--- src/rtl/call_dispatcher.sv ---
// ============================================================================
//  Module   : call_dispatcher
//  Brief    : Call-button front end for the elevator fsm: sync/debounce,
//             pending-call register, nearest-floor dispatch. Optional
//             debounce enabled by CALL_DISPATCHER_DEBOUNCE_EN.
//  Revision : 1.0
// ============================================================================
`default_nettype none

module call_dispatcher #(
    parameter int DEBOUNCE_CYCLES = 1000000,
    parameter int HOLD_CYCLES     = 10000
) (
    input  logic       clk,
    input  logic       rst,
    input  logic [5:0] btn,
    input  logic [1:0] floor,
    input  logic [1:0] dir,
    input  logic       busy,
    output logic [5:0] req,
    output logic [5:0] pending,
    output logic [1:0] target,
    output logic       dispatching
);

    localparam int c_HW = $clog2(HOLD_CYCLES + 1);

    typedef enum logic [1:0] {
        IDLE  = 2'd0,
        ISSUE = 2'd1,
        WAIT  = 2'd2
    } state_t;

    state_t            r_state, w_state_nxt;
    logic [5:0]        r_sync1, r_sync2, r_cond_d;
    logic [5:0]        w_cond, w_press;
    logic [c_HW-1:0]   r_hold, w_hold_nxt;
    logic [5:0]        w_req_nxt, w_pending_nxt;
    logic [1:0]        w_target_nxt;
    logic              w_disp_nxt, w_do_clr;

    always_ff @(posedge clk) begin
        if (rst) begin
            r_sync1  <= '0;
            r_sync2  <= '0;
            r_cond_d <= '0;
        end else begin
            r_sync1  <= btn;
            r_sync2  <= r_sync1;
            r_cond_d <= w_cond;
        end
    end

`ifdef CALL_DISPATCHER_DEBOUNCE_EN
    localparam int c_CW = $clog2(DEBOUNCE_CYCLES + 1);

    for (genvar i = 0; i < 6; i++) begin : g_debounce
        logic [c_CW-1:0] r_cnt;
        always_ff @(posedge clk) begin
            if (rst || !r_sync2[i])
                r_cnt <= '0;
            else if (r_cnt != c_CW'(DEBOUNCE_CYCLES))
                r_cnt <= r_cnt + c_CW'(1);
        end
        assign w_cond[i] = (r_cnt == c_CW'(DEBOUNCE_CYCLES));
    end
`else
    if (1) begin : g_no_debounce
        assign w_cond = r_sync2;
    end
`endif

    assign w_press = w_cond & ~r_cond_d;

    // Nearest-floor selection; ties go up only when the car is heading up
    logic [2:0] w_has;
    logic       w_found;
    logic [1:0] w_best, w_best_dist, w_dist;
    logic [2:0] w_sel_idx;
    logic [5:0] w_sel_req;

    always_comb begin
        w_has       = pending[2:0] | pending[5:3];
        w_found     = 1'b0;
        w_best      = 2'd0;
        w_best_dist = 2'd0;
        w_dist      = 2'd0;
        for (int f = 0; f < 3; f++) begin
            w_dist = (floor > 2'(f)) ? (floor - 2'(f)) : (2'(f) - floor);
            if (w_has[f] && (!w_found || (w_dist < w_best_dist) ||
                             ((w_dist == w_best_dist) && (dir == 2'b01)))) begin
                w_found     = 1'b1;
                w_best      = 2'(f);
                w_best_dist = w_dist;
            end
        end
        w_sel_idx = pending[{1'b0, w_best}] ? {1'b0, w_best} : ({1'b0, w_best} + 3'd3);
        w_sel_req = 6'b0;
        w_sel_req[w_sel_idx] = 1'b1;
    end

    always_comb begin
        w_state_nxt  = r_state;
        w_req_nxt    = req;
        w_target_nxt = target;
        w_disp_nxt   = dispatching;
        w_hold_nxt   = r_hold;
        w_do_clr     = 1'b0;
        case (r_state)
            IDLE: begin
                if ((pending != 6'b0) && !busy) begin
                    w_req_nxt    = w_sel_req;
                    w_target_nxt = w_best;
                    w_disp_nxt   = 1'b1;
                    w_hold_nxt   = '0;
                    w_state_nxt  = ISSUE;
                end
            end
            ISSUE: begin
                if (busy) begin
                    w_req_nxt   = 6'b0;
                    w_state_nxt = WAIT;
                end else if (r_hold == c_HW'(HOLD_CYCLES - 1)) begin
                    w_req_nxt   = 6'b0;
                    w_disp_nxt  = 1'b0;
                    w_do_clr    = (floor == target);
                    w_state_nxt = IDLE;
                end else begin
                    w_hold_nxt = r_hold + c_HW'(1);
                end
            end
            WAIT: begin
                if (!busy) begin
                    w_disp_nxt  = 1'b0;
                    w_do_clr    = (floor == target);
                    w_state_nxt = IDLE;
                end
            end
            default: begin
                w_req_nxt   = 6'b0;
                w_disp_nxt  = 1'b0;
                w_state_nxt = IDLE;
            end
        endcase
    end

    // Clear beats a simultaneous press for the same floor
    logic [5:0] w_clr_mask;
    always_comb begin
        w_clr_mask = 6'b0;
        if (w_do_clr) begin
            w_clr_mask[{1'b0, target}]          = 1'b1;
            w_clr_mask[{1'b0, target} + 3'd3]   = 1'b1;
        end
        w_pending_nxt = (pending | w_press) & ~w_clr_mask;
    end

    always_ff @(posedge clk) begin
        if (rst) begin
            r_state     <= IDLE;
            r_hold      <= '0;
            req         <= '0;
            pending     <= '0;
            target      <= '0;
            dispatching <= 1'b0;
        end else begin
            r_state     <= w_state_nxt;
            r_hold      <= w_hold_nxt;
            req         <= w_req_nxt;
            pending     <= w_pending_nxt;
            target      <= w_target_nxt;
            dispatching <= w_disp_nxt;
        end
    end

endmodule

`default_nettype wire
--- config.mk ---
export PLATFORM = sky130hd
export DESIGN_NAME = call_dispatcher
export DESIGN_NICKNAME = d
export VERILOG_FILES = /design/src/rtl/call_dispatcher.sv
export SDC_FILE = /design/constraint.sdc
export NUM_CORES = 1
export LEC_CHECK = 0
export ABC_AREA = 1
export CELL_PAD_IN_SITES_DETAIL_PLACEMENT = 0
export CELL_PAD_IN_SITES_GLOBAL_PLACEMENT = 1
export CORE_ASPECT_RATIO = 1.2
export CORE_UTILIZATION = 44
export CTS_CLUSTER_DIAMETER = 80
export CTS_CLUSTER_SIZE = 28
export DETAILED_ROUTE_END_ITERATION = 6
export PLACE_DENSITY = 0.9
export SETUP_SLACK_MARGIN = 0.4
export SLEW_MARGIN = 20
export SYNTH_ARGS = -nofsm -noshare
export SYNTH_HDL_FRONTEND = slang
export SYNTH_SLANG_ARGS = --single-unit
--- constraint.sdc ---
create_clock -name clk -period 8.2 [get_ports clk]
set_clock_uncertainty 0.05 [all_clocks]
set_input_delay 1.64 -clock clk [delete_from_list [all_inputs] [get_ports clk]]
set_output_delay 1.64 -clock clk [all_outputs]
set_load 0.02 [all_outputs]
# Yosys cells after proc, flatten, opt, wreduce, memory -nomap -nowiden
# Index checks and enable logic that the tools add are counted.
# Widths: inputs -> output; s select.
# op_classes
mux	41
n_reduce_logical	23
magnitude_cmp	12
n_addsub	8
eq_ne	13
bitwise_logic	8
# ops
operator	count
$mux 14	3
$pmux 14 s2	1
$mux 6	4
$mux 2	10
$pmux 6 s3	1
$add 14x1->14 const B	1
$eq 14x14->1 const B	1
$mux 1	14
$and 6x6->6	2
$not 6->6	2
$ne 2x2->1 const B	5
$logic_and 1x1->1	8
$lt 2x4->1 const B	2
$lt 3x4->1 const B	2
$reduce_and 4->1	2
$add 2x2->3 const B	2
$demux 1 s3	2
$eq 2x2->1	3
$ge 3x1->1 const B	2
$or 4x6->6	1
$or 6x6->6	1
$pmux 2 s3	1
$reduce_and 3->1	2
$reduce_bool 6->1	1
23 further kinds	32
# word_totals
output_inout_bits	15
input_bits	13
register_bits	49
word_cells	114

# Logic depth before layout (Yosys ltp)
# Gate-level depths: netlist (run 1).
# depth
ltp_word	22
ltp_mapped	25
depth_no_buf	25

# Least setup slack after synthesis (run 1)
# Ideal clock, no wire load.
# synth_path
kind	input to register
start	input floor[0]
end	register req[1]
setup_slack_ns	4.013
setup_time_ns	0.070
required_time_ns	8.080
t_arrival_ns	4.067
n_path_buf	0
cell_stages	24
path_cell_list	inv_2 > ha_1 > inv_1 > nand2_1 > o211ai_1 > ha_1 > nand2_2 > nand2_2 > nand2_2 > nand2_4 > o31ai_1 > inv_1 > ha_1 > nand3b_1 > a21oi_1 > nor2_1 > nand2_2 > nand2_4 > nand2_4 > nand2_1 > nand2_1 > nor2_2 > nand4_1 > a21oi_1
# synth_via
elab_chain_len	22
elab_cells_between_ends	40
classes_between	add/sub: 6; order compare: 7; eq/ne: 2; mux: 15; reduce/logical: 10
# synth_rtl
item	line	text
start: declaration	17	input logic [1:0] floor,
$sub 1x2->2 or $gt 2x1->1 (tied branches)	89	w_dist = (floor > 2'(f)) ? (floor - 2'(f)) : (2'(f) - floor);
$mux 2	89	
$mux 2	90	if (w_has[f] && (!w_found || (w_dist < w_best_dist) ||
$lt 2x2->1 or $eq 2x2->1 (tied branches)	90, 91	
$logic_or 1x1->1 or $logic_and 1x1->1 (tied branches)	90, 91	
$logic_or 1x1->1	90	
$logic_and 1x1->1	90	
$mux 2 or $mux 1 (tied branches)	90	
[6 not listed]	--	
$mux 1 (not written as such)	97	w_sel_idx = pending[{1'b0, w_best}] ? {1'b0, w_best} : ({1'b0, w_best} + 3'd3);
$mux 3 *	97	
$lt 3x4->1 (not written as such) or $ge 3x1->1 (tied branches)	99	w_sel_req[w_sel_idx] = 1'b1;
$logic_and 1x1->1 (not written as such)	99	
$mux 1 (not written as such)	99	
$demux 1 s3 *	99	
$mux 6 *	111	if ((pending != 6'b0) && !busy) begin
$pmux 6 s3 *	109	case (r_state)
end signal: assignment	169	req <= w_req_nxt;
end: declaration	20	output logic [5:0] req,
# Mark *: on every way between the ends. The rest lies on a longest branch, timed or not. The select of a mux whose other input is x is not followed.
# A chain may end at the register's enable or synchronous reset.

# Worst setup path in the final report (run 1)
# layout_path
start	input floor[1]
end	register req[2]
# The elaborated chain is that of the path after synthesis.

==> results of run 1 <==
-- registers in the layout, summed over array words and instances (netlist names) --
signal	count
target	2
r_state	2
r_sync1	6
r_hold	14
dispatching	1
r_cond_d	6
req	6
r_sync2	6
pending	6
-- layout by cell type, fill, tap and decap left out, types with 2 or more instances in the layout --
master | Yosys | routed
nand3_2 | 3 | 3
nand2_1 | 44 | 44
nor4_1 | 2 | 2
nor2_2 | 2 | 2
o21ai_0 | 15 | 15
o21ai_2 | 2 | 2
dfxtp_1 | 49 | 49
ha_1 | 14 | 14
nand2_2 | 9 | 9
clkdlybuf4s50_1 | 0 | 27
nand2_4 | 5 | 5
nand3_1 | 13 | 13
a21oi_1 | 24 | 24
clkbuf_8 | 0 | 5
o21ai_1 | 3 | 3
nor3_1 | 9 | 9
xor2_1 | 4 | 4
inv_2 | 6 | 6
nand4_1 | 7 | 7
nor2_1 | 39 | 39
a211oi_2 | 2 | 2
inv_1 | 62 | 62
-- cell families (layout without fill, tap and decap cells) --
kind of cell    after synthesis  after routing
buf+inv                      73            104
compound gates               51             51
simple gates                138            138
xor+xnor                      4              4
fa+ha+maj                    14             14
flops                        49             49
-- final cells by class --
type,instances,area [um^2]
clock buffer,6,72.6
tap,62,77.6
clock inverter,2,13.8
inverter,68,255
timing repair buffer,28,278
sequential,49,981
multi-input combinational,207,1200
fill,520,2460
-- metal layers --
layer | vias to the layer above | wire length [um]
li1 | 1100 | -
met1 | 940 | 2070
met2 | 27 | 2480
met3 | 10 | 124
met4 | 0 | 107
met5 | - | 0
-- worst max-delay path, cell delays in order --
cell and delay (ns):
clkdlybuf4s50_1 0.57, inv_1 0.09, ha_1 0.27, inv_1 0.05, nand2_1 0.04, o211ai_1 0.14
ha_1 0.29, nand2_2 0.07, nand2_2 0.04, nand2_2 0.08, nand2_4 0.07, o31ai_1 0.19
inv_1 0.07, ha_1 0.27, nand3b_1 0.09, a21oi_1 0.14, nor2_1 0.06, nand2_2 0.09
nand2_4 0.09, nand3_4 0.09, nand4_1 0.12, nand2_1 0.10, nand3_1 0.10, a21oi_1 0.13
-- report_power, final --
group,total (mW),internal (mW),leakage [nW],switching (mW)
Combinational,0.184,0.0646,0.824,0.119
Clock,0.143,0.0610,0.0456,0.0823
Sequential,0.269,0.256,0.400,0.0123
Total,0.596,0.382,1.27,0.214
-- stage by stage --
step | cell area [um^2] | util, %
5_1_grt | 2880 | 54.0
2_1_floorplan | 2460 | -
4_1_cts | 2880 | 54.0
3_5_place_dp | 2790 | 52.3
3_3_place_gp | 2790 | 52.3
6_report | 2880 | 54.0
-- path summary, 6_finish.rpt --
kind	from	end	slack (ns)
max reg2reg	pending[3]$_SDFF_PP0_	req[2]$_SDFFE_PP0P_	5.34
max	floor[1]	req[2]$_SDFFE_PP0P_	3.49
min reg2reg	r_sync1[4]$_SDFF_PP0_	r_sync2[4]$_SDFF_PP0_	0.36
min	r_sync1[4]$_SDFF_PP0_	r_sync2[4]$_SDFF_PP0_	0.36
==> impl_metrics.tcl, run 1 <==
set metrics [dict create \
    yosys_warnings 0 \
    worstRegToRegCells 21 \
    clk_pin_slew_ns 0.10 \
    synth_compound_area_share_pct 11.8 \
    dieArea_um2 5900 \
    netlist_area_um2 2460 \
    n_antenna_cell 0 \
    max_slew_margin_pct 71.4 \
    cts.sink_count 49 \
    dp.cells 414 \
    cp-end-kind "flop" \
    synthSimpleGateAreaFrac_pct 28.4 \
    synth-seq-cells 49 \
    drc 0 \
    finalCriticalPeriod_ns 4.71 \
    synth_area_per_cell_um2 7.48 \
    vias_per_cell 4.92 \
    netlist.area_leader.share_pct 39.8 \
    synthArstFlopShare_pct 0 \
    grt_antenna_before_repair 0 \
    whs_ns 0.355 \
    synth-edff-count 0 \
    ys_seq_area_share_pct 39.8 \
    grt_max_degree 34 \
    io_buffers 27 \
    worstPathMaxFanout 7 \
    gp_congestion 0.884 \
    cts_root_buf "clkbuf_8" \
    initial_core_util_pct 46.2 \
    min_path_cells 2 \
    grt_use_met3_pct 3.62 \
    die_w_um 70.3 \
    tightest_slew_ns 0.429 \
    rsz0062_at_grt "false" \
    synth.area.top_cells "dfxtp_1 40%, inv_1 9.5%, ha_1 7.1%" \
    synthXorXnorAreaFrac_pct 1.42 \
    vdd_drop_max_uv 114 \
    drtIter0Drc 54 \
    ant_nets 0 \
    post-dp-hpwl_mm 3.62 \
    cap_violations 0 \
    yosysTopAreaCell "dfxtp_1" \
    path_class "input port to flop" \
    status "finished clean" \
    synthCells 329 \
    overflow 0 \
    clk_latency_ns 0.30 \
    cp.required_ns 8.39 \
    synthAdderAreaFrac_pct 7.11 \
    syn_to_final_growth_pct 16.9 \
    cp.arrival_ns 4.91 \
    drt-total-wl_mm 4.78 \
    synth_nets 356 \
    final_nets 386 \
    synthDistinctLibCells 33 \
    die_h_um 84.0 \
    layout_setup_ws_ns 3.49 \
    rows 29 \
    use_met2_pct 32.4 \
    num_vias 2077 \
    dp_slack_ns 3.16 \
    cts_tree "done" \
    grtUsageTotal_pct 17.8 \
    synth_top_family_by_area "simple AND/OR/NAND/NOR gates" \
    grt_first_pass_wirelength_mm 8.52 \
    tns_ns 0 \
    p_leak_nw 1.27 \
    hp-class "flop to flop" \
    htree_levels 2 \
    synth.most_common_cell "inv_1" \
    synth_ff_type "dfxtp_1" \
    num_io_pins 28 \
    first_pass_iters 4 \
    hold_viol_final 0 \
    met1_usage_pct 19.7 \
    post-cts-setup-buffer-count 0 \
    wire_per_inst_um 11.3 \
    cts_hold_buf 0 \
    finalMaxSlewViolations 0 \
    grt_pass1_vias 1988 \
    layout.cells.non_filler 422 \
    startpoint_type "input port" \
    grt.busiest_layer "met2" \
    core_area_um2 5330 \
    setup_violations 0 \
    p_total_mw 0.596 \
    drive_above_1_share_pct 11.4 \
    cts_buffer_depth 2 \
    p_per_area_nw_per_um2 207 \
    synthTopCellsByCount "62 x inv_1, 49 x dfxtp_1, 44 x nand2_1" \
    yosys-mux-area-fraction_pct 0 \
    cts-resized-gates 0 \
    period_share_pct 57.5 \
    cts_inserted_buffers 5 \
    fmax_ghz 0.212 \
]
No activity file was read; power rests on OpenSTA's default activity.
==> run 2: changes to the inputs <==
--- a/config.mk
+++ b/config.mk
@@ -9,11 +9,11 @@
 export CELL_PAD_IN_SITES_DETAIL_PLACEMENT = 0
 export CELL_PAD_IN_SITES_GLOBAL_PLACEMENT = 1
 export CORE_ASPECT_RATIO = 1.2
-export CORE_UTILIZATION = 44
+export CORE_UTILIZATION = 37
 export CTS_CLUSTER_DIAMETER = 80
 export CTS_CLUSTER_SIZE = 28
 export DETAILED_ROUTE_END_ITERATION = 6
-export PLACE_DENSITY = 0.9
+export PLACE_DENSITY = 0.82
 export SETUP_SLACK_MARGIN = 0.4
 export SLEW_MARGIN = 20
 export SYNTH_ARGS = -nofsm -noshare
==> constraint.sdc (replaced) <==
create_clock -name clk -period 4.2 [get_ports clk]
set_clock_uncertainty 0.05 [all_clocks]
set_input_delay 0.84 -clock clk [delete_from_list [all_inputs] [get_ports clk]]
set_output_delay 0.84 -clock clk [all_outputs]
set_load 0.02 [all_outputs]
==> run 2 against run 1 <==
Net effect:
- critical endpoint is now req[1]$_SDFFE_PP0P_
- largest power group unchanged
- worst setup slack got worse by 2.8 ns
- cell area rose by 6.1%
- via count increased by 5.2%
- largest cell class unchanged
- flip-flop and latch count unchanged
==> impl_metrics.tcl, run 2 (synthesis gave the netlist of run 1 again) <==
set metrics [dict create \
    period_share_pct 84.0 \
    cap_violations 0 \
    num_io_pins 28 \
    cp_slowest_stage_delay_ns 0.29 \
    post-dp-hpwl_mm 3.79 \
    dieArea_um2 6990 \
    multi_input_area_um2 1220 \
    vdd_drop_max_uv 237 \
    startpoint_type "input port" \
    gp_congestion 0.849 \
    grt_antenna_before_repair 0 \
    drc 0 \
    setup_violations 0 \
    path_class "input port to flop" \
    grt_max_degree 35 \
    crit_buf_inv 5 \
    die_h_um 91.4 \
    num_vias 2184 \
    largest_register_ffs 14 \
    ant_nets 0 \
    nFillCells 659 \
    cp_slowest_cell "ha_1" \
    final_common_cell "inv_1" \
    overflow 0 \
    cp_top_family "simple AND/OR/NAND/NOR gates" \
    die_w_um 76.5 \
    hp-class "flop to flop" \
    grt_pass1_vias 2176 \
    tns_ns 0 \
    vias_per_cell 4.72 \
    max_slew_margin_pct 72.3 \
    htree_levels 2 \
    drt-total-wl_mm 5.38 \
    path_cells "clkbuf_2 > inv_2 > ha_1 > inv_1 > nand2_1 > o211ai_1 > ha_1 > nand2_2 > nand2_2 > nand2_4 > nand2_4 > o31ai_2 > inv_1 > ha_1 > nand3b_1 > a21oi_2 > nor2_1 > nand2_2 > nand2_4 > nand3_4 > nand4_1 > buf_4 > nand4_1 > a21oi_1" \
    status "finished clean" \
    layout.cells.non_filler 463 \
    hold_viol_final 0 \
    cp.required_ns 4.33 \
    worstPathMaxFanout 7 \
    seqCellArea_um2 981 \
    cts_root_buf "clkbuf_8" \
    cts_inserted_buffers 5 \
    io_buffers 27 \
    finalCriticalPeriod_ns 3.53 \
    cts_tree "done" \
    drtIter0Drc 87 \
    cts_buffer_depth 2 \
    dp.cells 439 \
    final_nets 404 \
    syn_to_final_growth_pct 24.0 \
    rows 32 \
    whs_ns 0.353 \
    drive_above_1_share_pct 16.9 \
    p_leak_nw 1.35 \
    grt_first_pass_wirelength_mm 9.36 \
    p_per_area_nw_per_um2 387 \
    tightest_slew_ns 0.416 \
    initial_core_util_pct 38.2 \
    clk_pin_slew_ns 0.09 \
    rsz0062_at_grt "false" \
    clk_latency_ns 0.30 \
    cp.arrival_ns 3.66 \
    cp-end-kind "flop" \
    grtUsageTotal_pct 16.5 \
    top_register "r_hold" \
    cts.sink_count 49 \
    wire_per_inst_um 11.6 \
    n_antenna_cell 0 \
    core_area_um2 6450 \
    fmax_ghz 0.284 \
    finalMaxSlewViolations 0 \
    first_pass_iters 4 \
    final_cell_mix "61 x inv_1, 49 x dfxtp_1, 44 x nand2_1" \
]
## run 2: cell count changes in the layout (fill, tap and decap cells not counted), sizes merged
cell,before,now
clkbuf,6,9
inv,69,68
clkinv,1,0
clkdlybuf4s50,27,25
clkinvlp,0,1
buf,1,19
## run 2: path summary, 6_finish.rpt
check             slack (ns)               endpoint                  start  cells after the start
hold / removal          0.35  r_sync2[4]$_SDFF_PP0_  r_sync1[4]$_SDFF_PP0_                      2
hold reg to reg         0.35  r_sync2[4]$_SDFF_PP0_  r_sync1[4]$_SDFF_PP0_                      2
setup reg to reg        1.17    req[1]$_SDFFE_PP0P_  pending[0]$_SDFF_PP0_                     21
setup / recovery        0.67    req[1]$_SDFFE_PP0P_               floor[0]                     24
## run 2: layout make-up
cell class / instances / share of cell area (%)
multi-input combinational: 207 / 40.1
sequential: 49 / 32.1
timing repair buffer: 46 / 13.2
inverter: 68 / 8.36
tap: 85 / 3.48
clock buffer: 7 / 2.50
clock inverter: 1 / 0.246
## run 2: through the flow
| step | instance area, um^2 | utilization [%] | setup WS, ns | power (mW) |
|---|---|---|---|---|
| after floorplan | 2460 | - | 0.813 | 0.804 |
| after global routing | 3050 | 47.4 | 0.439 | 1.27 |
| after CTS | 3040 | 47.2 | 0.581 | 1.19 |
| final | 3050 | 47.4 | 0.673 | 1.18 |
| after global placement | 2840 | 44.0 | 0.135 | 0.892 |
| after detailed placement | 2840 | 44.0 | 0.0412 | 0.895 |
## run 2: repair_timing
item	in CTS	in global routing
gates cloned	0	0
resized for setup	4	8
endpoints found under the hold margin	0	0
hold buffers	0	0
setup buffers	15	1
pin swaps	12	9
setup endpoints to repair	3	3
## run 2: power breakdown
| group | internal, mW | switching (mW) |
|---|---|---|
| combinational | 0.142 | 0.242 |
| sequential | 0.501 | 0.0236 |
| clock | 0.118 | 0.156 |
| total | 0.761 | 0.421 |
## run 2: layer usage
metal	GRT usage (%)	part of all wire, %	vias up	wire length (um)
met3	3.22	2.4	12	128
met5	0	0	-	0
li1	-	-	1138	-
met2	30.2	52	29	2780
met1	18.0	44	1005	2340
met4	8.17	2.5	0	132
## run 2: worst reg2reg max path, stage by stage (launching register included)
cell,delay [ns]
dfxtp_1,0.37
inv_2,0.09
nand2_4,0.10
o211ai_1,0.13
ha_1,0.31
nand2_2,0.08
nand2_2,0.06
nand2_4,0.07
nand2_4,0.06
o31ai_2,0.22
inv_1,0.06
ha_1,0.28
nand3b_1,0.11
a21oi_2,0.16
nor2_1,0.07
nand2_2,0.09
nand2_4,0.10
nand3_4,0.11
nand4_1,0.11
buf_4,0.16
nand4_1,0.06
a21oi_1,0.06
